$ cat config.mk
export PLATFORM = sky130hd
export DESIGN_NAME = combo_lock_sequencer
export DESIGN_NICKNAME = d
export VERILOG_FILES = /design/src/rtl/combo_lock_sequencer.sv
export SDC_FILE = /design/constraint.sdc
export NUM_CORES = 1
export LEC_CHECK = 0
export CORE_MARGIN = 10
export CORE_UTILIZATION = 60
export DETAILED_ROUTE_END_ITERATION = 12
export PLACE_DENSITY = 0.8
export SLEW_MARGIN = 20
export SYNTH_ARGS = -nofsm -noshare
export SYNTH_HDL_FRONTEND = slang
export SYNTH_SLANG_ARGS = --single-unit
export TNS_END_PERCENT = 30
$ cat constraint.sdc
create_clock -name clk -period 5.9 [get_ports clk]
set_input_delay 1.77 -clock clk [delete_from_list [all_inputs] [get_ports clk]]
set_output_delay 1.77 -clock clk [all_outputs]
set_load 0.02 [all_outputs]
$ cat src/rtl/combo_lock_sequencer.sv
// combo_lock_sequencer
//   Automated dialer / self-test driver for the four-key hold-to-unlock lock.
//   On start it presses keys cumulatively in the order given by seq, adding
//   one key every HOLD_TICKS prescaled ticks. Once all four stages are held,
//   it waits up to TIMEOUT_TICKS ticks for unlock_in and then reports the
//   result.
//
// Ports
//   clk       : single clock, rising edge
//   rst       : synchronous active-high reset
//   start     : request a sequence (sampled only when idle)
//   seq[7:0]  : key order; seq[2k+1:2k] is the key index for stage k
//   abort     : synchronous cancel back to idle, no done pulse
//   unlock_in : unlock indication from the lock (sampled only while waiting)
//   keys[3:0] : key drive lines, bit i = key i pressed
//   tick      : one-clk pulse at each prescaler wrap while busy
//   busy      : high while pressing or waiting
//   done      : one-clk pulse when a sequence completes
//   pass      : result of the last completed sequence
module combo_lock_sequencer #(
    parameter int unsigned PRESCALE_BITS = 14,
    parameter int unsigned HOLD_TICKS    = 12,
    parameter int unsigned TIMEOUT_TICKS = 8
) (
    input  logic       clk,
    input  logic       rst,
    input  logic       start,
    input  logic [7:0] seq,
    input  logic       abort,
    input  logic       unlock_in,
    output logic [3:0] keys,
    output logic       tick,
    output logic       busy,
    output logic       done,
    output logic       pass
);

    localparam logic [1:0] ST_IDLE  = 2'd0;
    localparam logic [1:0] ST_PRESS = 2'd1;
    localparam logic [1:0] ST_WAIT  = 2'd2;

    logic [1:0]               state;
    logic [PRESCALE_BITS-1:0] presc;
    logic [7:0]               hold_cnt;
    logic [7:0]               tout_cnt;
    logic [1:0]               stage;
    logic [7:0]               seq_r;
    logic [1:0]               next_stage;
    logic [1:0]               next_key;

    function automatic logic [3:0] onehot(input logic [1:0] k);
        return 4'b0001 << k;
    endfunction

    assign next_stage = stage + 2'd1;
    assign next_key   = seq_r[{next_stage, 1'b0} +: 2];

    // busy is registered, so tick is a decode of registered state only.
    assign tick = busy && (presc == '1);

    always_ff @(posedge clk) begin
        if (rst) begin
            state    <= ST_IDLE;
            presc    <= '0;
            hold_cnt <= '0;
            tout_cnt <= '0;
            stage    <= '0;
            seq_r    <= '0;
            keys     <= '0;
            busy     <= 1'b0;
            done     <= 1'b0;
            pass     <= 1'b0;
        end else begin
            done <= 1'b0;
            if (abort) begin
                state    <= ST_IDLE;
                presc    <= '0;
                hold_cnt <= '0;
                tout_cnt <= '0;
                stage    <= '0;
                keys     <= '0;
                busy     <= 1'b0;
            end else begin
                case (state)
                    ST_IDLE: begin
                        if (start) begin
                            seq_r    <= seq;
                            presc    <= '0;
                            hold_cnt <= '0;
                            tout_cnt <= '0;
                            stage    <= '0;
                            pass     <= 1'b0;
                            keys     <= onehot(seq[1:0]);
                            busy     <= 1'b1;
                            state    <= ST_PRESS;
                        end
                    end
                    ST_PRESS: begin
                        presc <= presc + 1'b1;
                        if (tick) begin
                            if (hold_cnt == 8'(HOLD_TICKS - 1)) begin
                                hold_cnt <= '0;
                                if (stage == 2'd3) begin
                                    state <= ST_WAIT;
                                end else begin
                                    stage <= next_stage;
                                    keys  <= keys | onehot(next_key);
                                end
                            end else begin
                                hold_cnt <= hold_cnt + 8'd1;
                            end
                        end
                    end
                    ST_WAIT: begin
                        presc <= presc + 1'b1;
                        // Unlock is checked first so it wins over a
                        // coincident timeout tick.
                        if (unlock_in) begin
                            pass  <= 1'b1;
                            done  <= 1'b1;
                            keys  <= '0;
                            busy  <= 1'b0;
                            state <= ST_IDLE;
                        end else if (tick) begin
                            if (tout_cnt == 8'(TIMEOUT_TICKS - 1)) begin
                                pass  <= 1'b0;
                                done  <= 1'b1;
                                keys  <= '0;
                                busy  <= 1'b0;
                                state <= ST_IDLE;
                            end else begin
                                tout_cnt <= tout_cnt + 8'd1;
                            end
                        end
                    end
                    default: begin
                        state <= ST_IDLE;
                        keys  <= '0;
                        busy  <= 1'b0;
                    end
                endcase
            end
        end
    end

endmodule
==> out/metrics.yaml <==
yosys:
  yosysMostFrequentCell: "dfxtp_1"
  ys_seq_area_frac: 0.387
  synth_top_cells_by_count: "49 x dfxtp_1, 38 x nand2_1, 34 x nor2_1, 22 x a21oi_1, 12 x xor2_1"
  synthFlopType: "dfxtp_1"
  synth-seq-cells: 49
  yosysWarnings: 0
  synth_top_area_share: 0.387
  async_reset_ff_frac: 0
  synth_top_area_cell: "dfxtp_1"
  synth_cell_types: 47
  synth_area_leaders: "dfxtp_1 39%, nand2_1 5.6%, nor2_1 5.0%"
  synth_area_um2: 2540
  syn_nets: 319
  synth_cells: 299
  avgSynthCellArea_um2: 8.49
  synth-edff-count: 0
critical_path:
  critPathKind: "reg2out"
  critPathMaxFanout: 10
  arrival_ns: 2.44
  cp.required_ns: 4.13
  endpoint_kind: "output port"
  worstSetupStartpointType: "register"
clock_network:
  root_buffer: "clkbuf_8"
  clk_latency_ns: 0.30
  holdBufCountCts: 0
  cts_made_buffers: 5
  clkTransAtPathRegs_ns: 0.09
  clockBufferDepth: 2
  cts-resized-gates: 0
  cts.sinks: 49
  htreeDepth: 2
  cts_tree: "built"
  postCtsSetupBuffers: 0
timing:
  finalClockSkew_ns: 0.00512
  finalCritPeriodShare: 0.714
  rsz0062_at_grt: "no"
  slew_headroom: 0.386
  worst_slew_pin_slew_ns: 0.912
  setup_viol: 0
  drv_slew: 0
  finalHoldViolations: 0
  fin_tns_setup_ns: 0
  fmax_mhz: 237
  min_period_ns: 4.21
min_path:
  hold_class: "reg2reg"
finish:
  finalNetCount: 338
  area.growth.synth_to_final_pct: 12.4
  insertedDiodeCount: 0
  drive_above_1_share: 0.0820
  multi_input_area_um2: 1490
  regArea_um2: 981
  fillers: 334
  design_area_um2: 2850
power:
  p_leak_nw: 0.992
  ir_drop_mv: 0.170
  p_per_area_nw_per_um2: 215
drt:
  drt_iter0_drc: 82
  drc: 0
  via_per_inst: 5.84
  vias: 2142
  ant_nets: 0
  avgRoutedWirePerCell_um: 14.4
  wl_um: 5290
  dr.pass1.iters: 4
floorplan:
  initial_utilization: 0.625
  core_um2: 4060
  fp.dieW_um: 85.0
  num_io_pins: 21
  dieArea_um2: 7230
  die_y_um: 85.0
  row_count: 23
grt:
  grt_antenna_before_repair: 0
  grt_pass1_vias: 2108
  track_usage: 0.148
  grt_max_degree: 17
  grt-ovfl-total: 0
  grt_pass1_wl_um: 9270
status:
  status: "complete, no violations"
place:
  io_buffers: 20
  dp_hpwl_um: 3950
  gp_congestion: 0.841
  postPlaceCellArea_um2: 2780
flow_run:
  maxCapViolations: 0
-- cell type report --
class	count	share of cell area
inverters	8	0.0105
repair buffers	22	0.0755
clock buffers	5	0.0241
clock inverters	1	0.00176
well taps	50	0.0219
flip-flops and latches	49	0.344
multi-input cells	232	0.522
-- metal layers --
metal | track usage | share of wire | vias up
met5 | 0 | 0 | -
met1 | 0.189 | 0.48 | 995
met2 | 0.236 | 0.48 | 30
li1 | - | - | 1110
met4 | 0.0494 | 0.014 | 0
met3 | 0.0382 | 0.030 | 7
-- worst paths after layout --
check             slack (ns)  depth (start not counted)     start           to
setup / recovery        1.69                          4  presc[0]         tick
hold / removal          0.46                          2  seq_r[3]     seq_r[3]
setup reg to reg        3.30                          6  presc[0]  hold_cnt[6]
hold reg to reg         0.46                          2  seq_r[3]     seq_r[3]
-- where the power goes --
group,switching [mW],leakage (nW),internal [mW]
Sequential,0.00408,0.396,0.337
Combinational,0.0518,0.556,0.0338
Clock,0.107,0.0399,0.0783
-- critical path: stages (launching register included) --
cell and delay, ns:
dfxtp_1 0.41, ha_1 0.27, nand3_1 0.18, nor4_4 0.54
clkdlybuf4s50_1 0.73
-- stage by stage --
step / util / cells / setup WS [ns] / hold slack, ns / power, mW
2_1_floorplan: - / 299 / 2.60 / 0.433 / 0.406
3_3_place_gp: 0.685 / 361 / 2.04 / 0.443 / 0.432
3_5_place_dp: 0.685 / 361 / 1.94 / 0.448 / 0.434
4_1_cts: 0.703 / 367 / 1.69 / 0.460 / 0.618
5_1_grt: 0.703 / 367 / 1.56 / 0.483 / 0.636
6_report: 0.703 / 367 / 1.69 / 0.456 / 0.612
-- flip-flops by register name, summed over array words and instances (netlist names) --
| signal | flops |
|---|---|
| presc | 14 |
| hold_cnt | 8 |
| seq_r | 8 |
| tout_cnt | 8 |
| keys | 4 |
| stage | 2 |
| state | 2 |
| busy | 1 |
| done | 1 |
| pass | 1 |
-- cells by family after synthesis --
logic type,count (synthesis),share of synthesized area
simple gates,137,0.280
compound gates,59,0.157
flops,49,0.387
xor+xnor,19,0.0656
buf+inv,18,0.0266
mux,10,0.0498
fa+ha+maj,7,0.0345
-- cells in the final DEF, fill, tap and decap left out, types with 3 or more instances in the layout --
master,netlist,layout
ha_1,7,7
nor2_1,34,34
o21ai_0,10,10
o21ai_1,3,3
xor2_1,12,12
clkbuf_8,0,5
o31ai_1,3,3
a21oi_1,22,22
nand3_1,10,10
clkdlybuf4s50_1,0,20
nand2_1,38,38
mux2i_1,7,7
and3_1,5,5
inv_1,8,8
nor2b_1,6,6
nand4_1,9,9
o221a_2,3,3
nor3b_1,3,3
xnor2_1,7,7
nor3_1,9,9
or4_1,4,4
dfxtp_1,49,49
or2_2,5,5
Note: power is estimated with default switching activity, not from simulation.
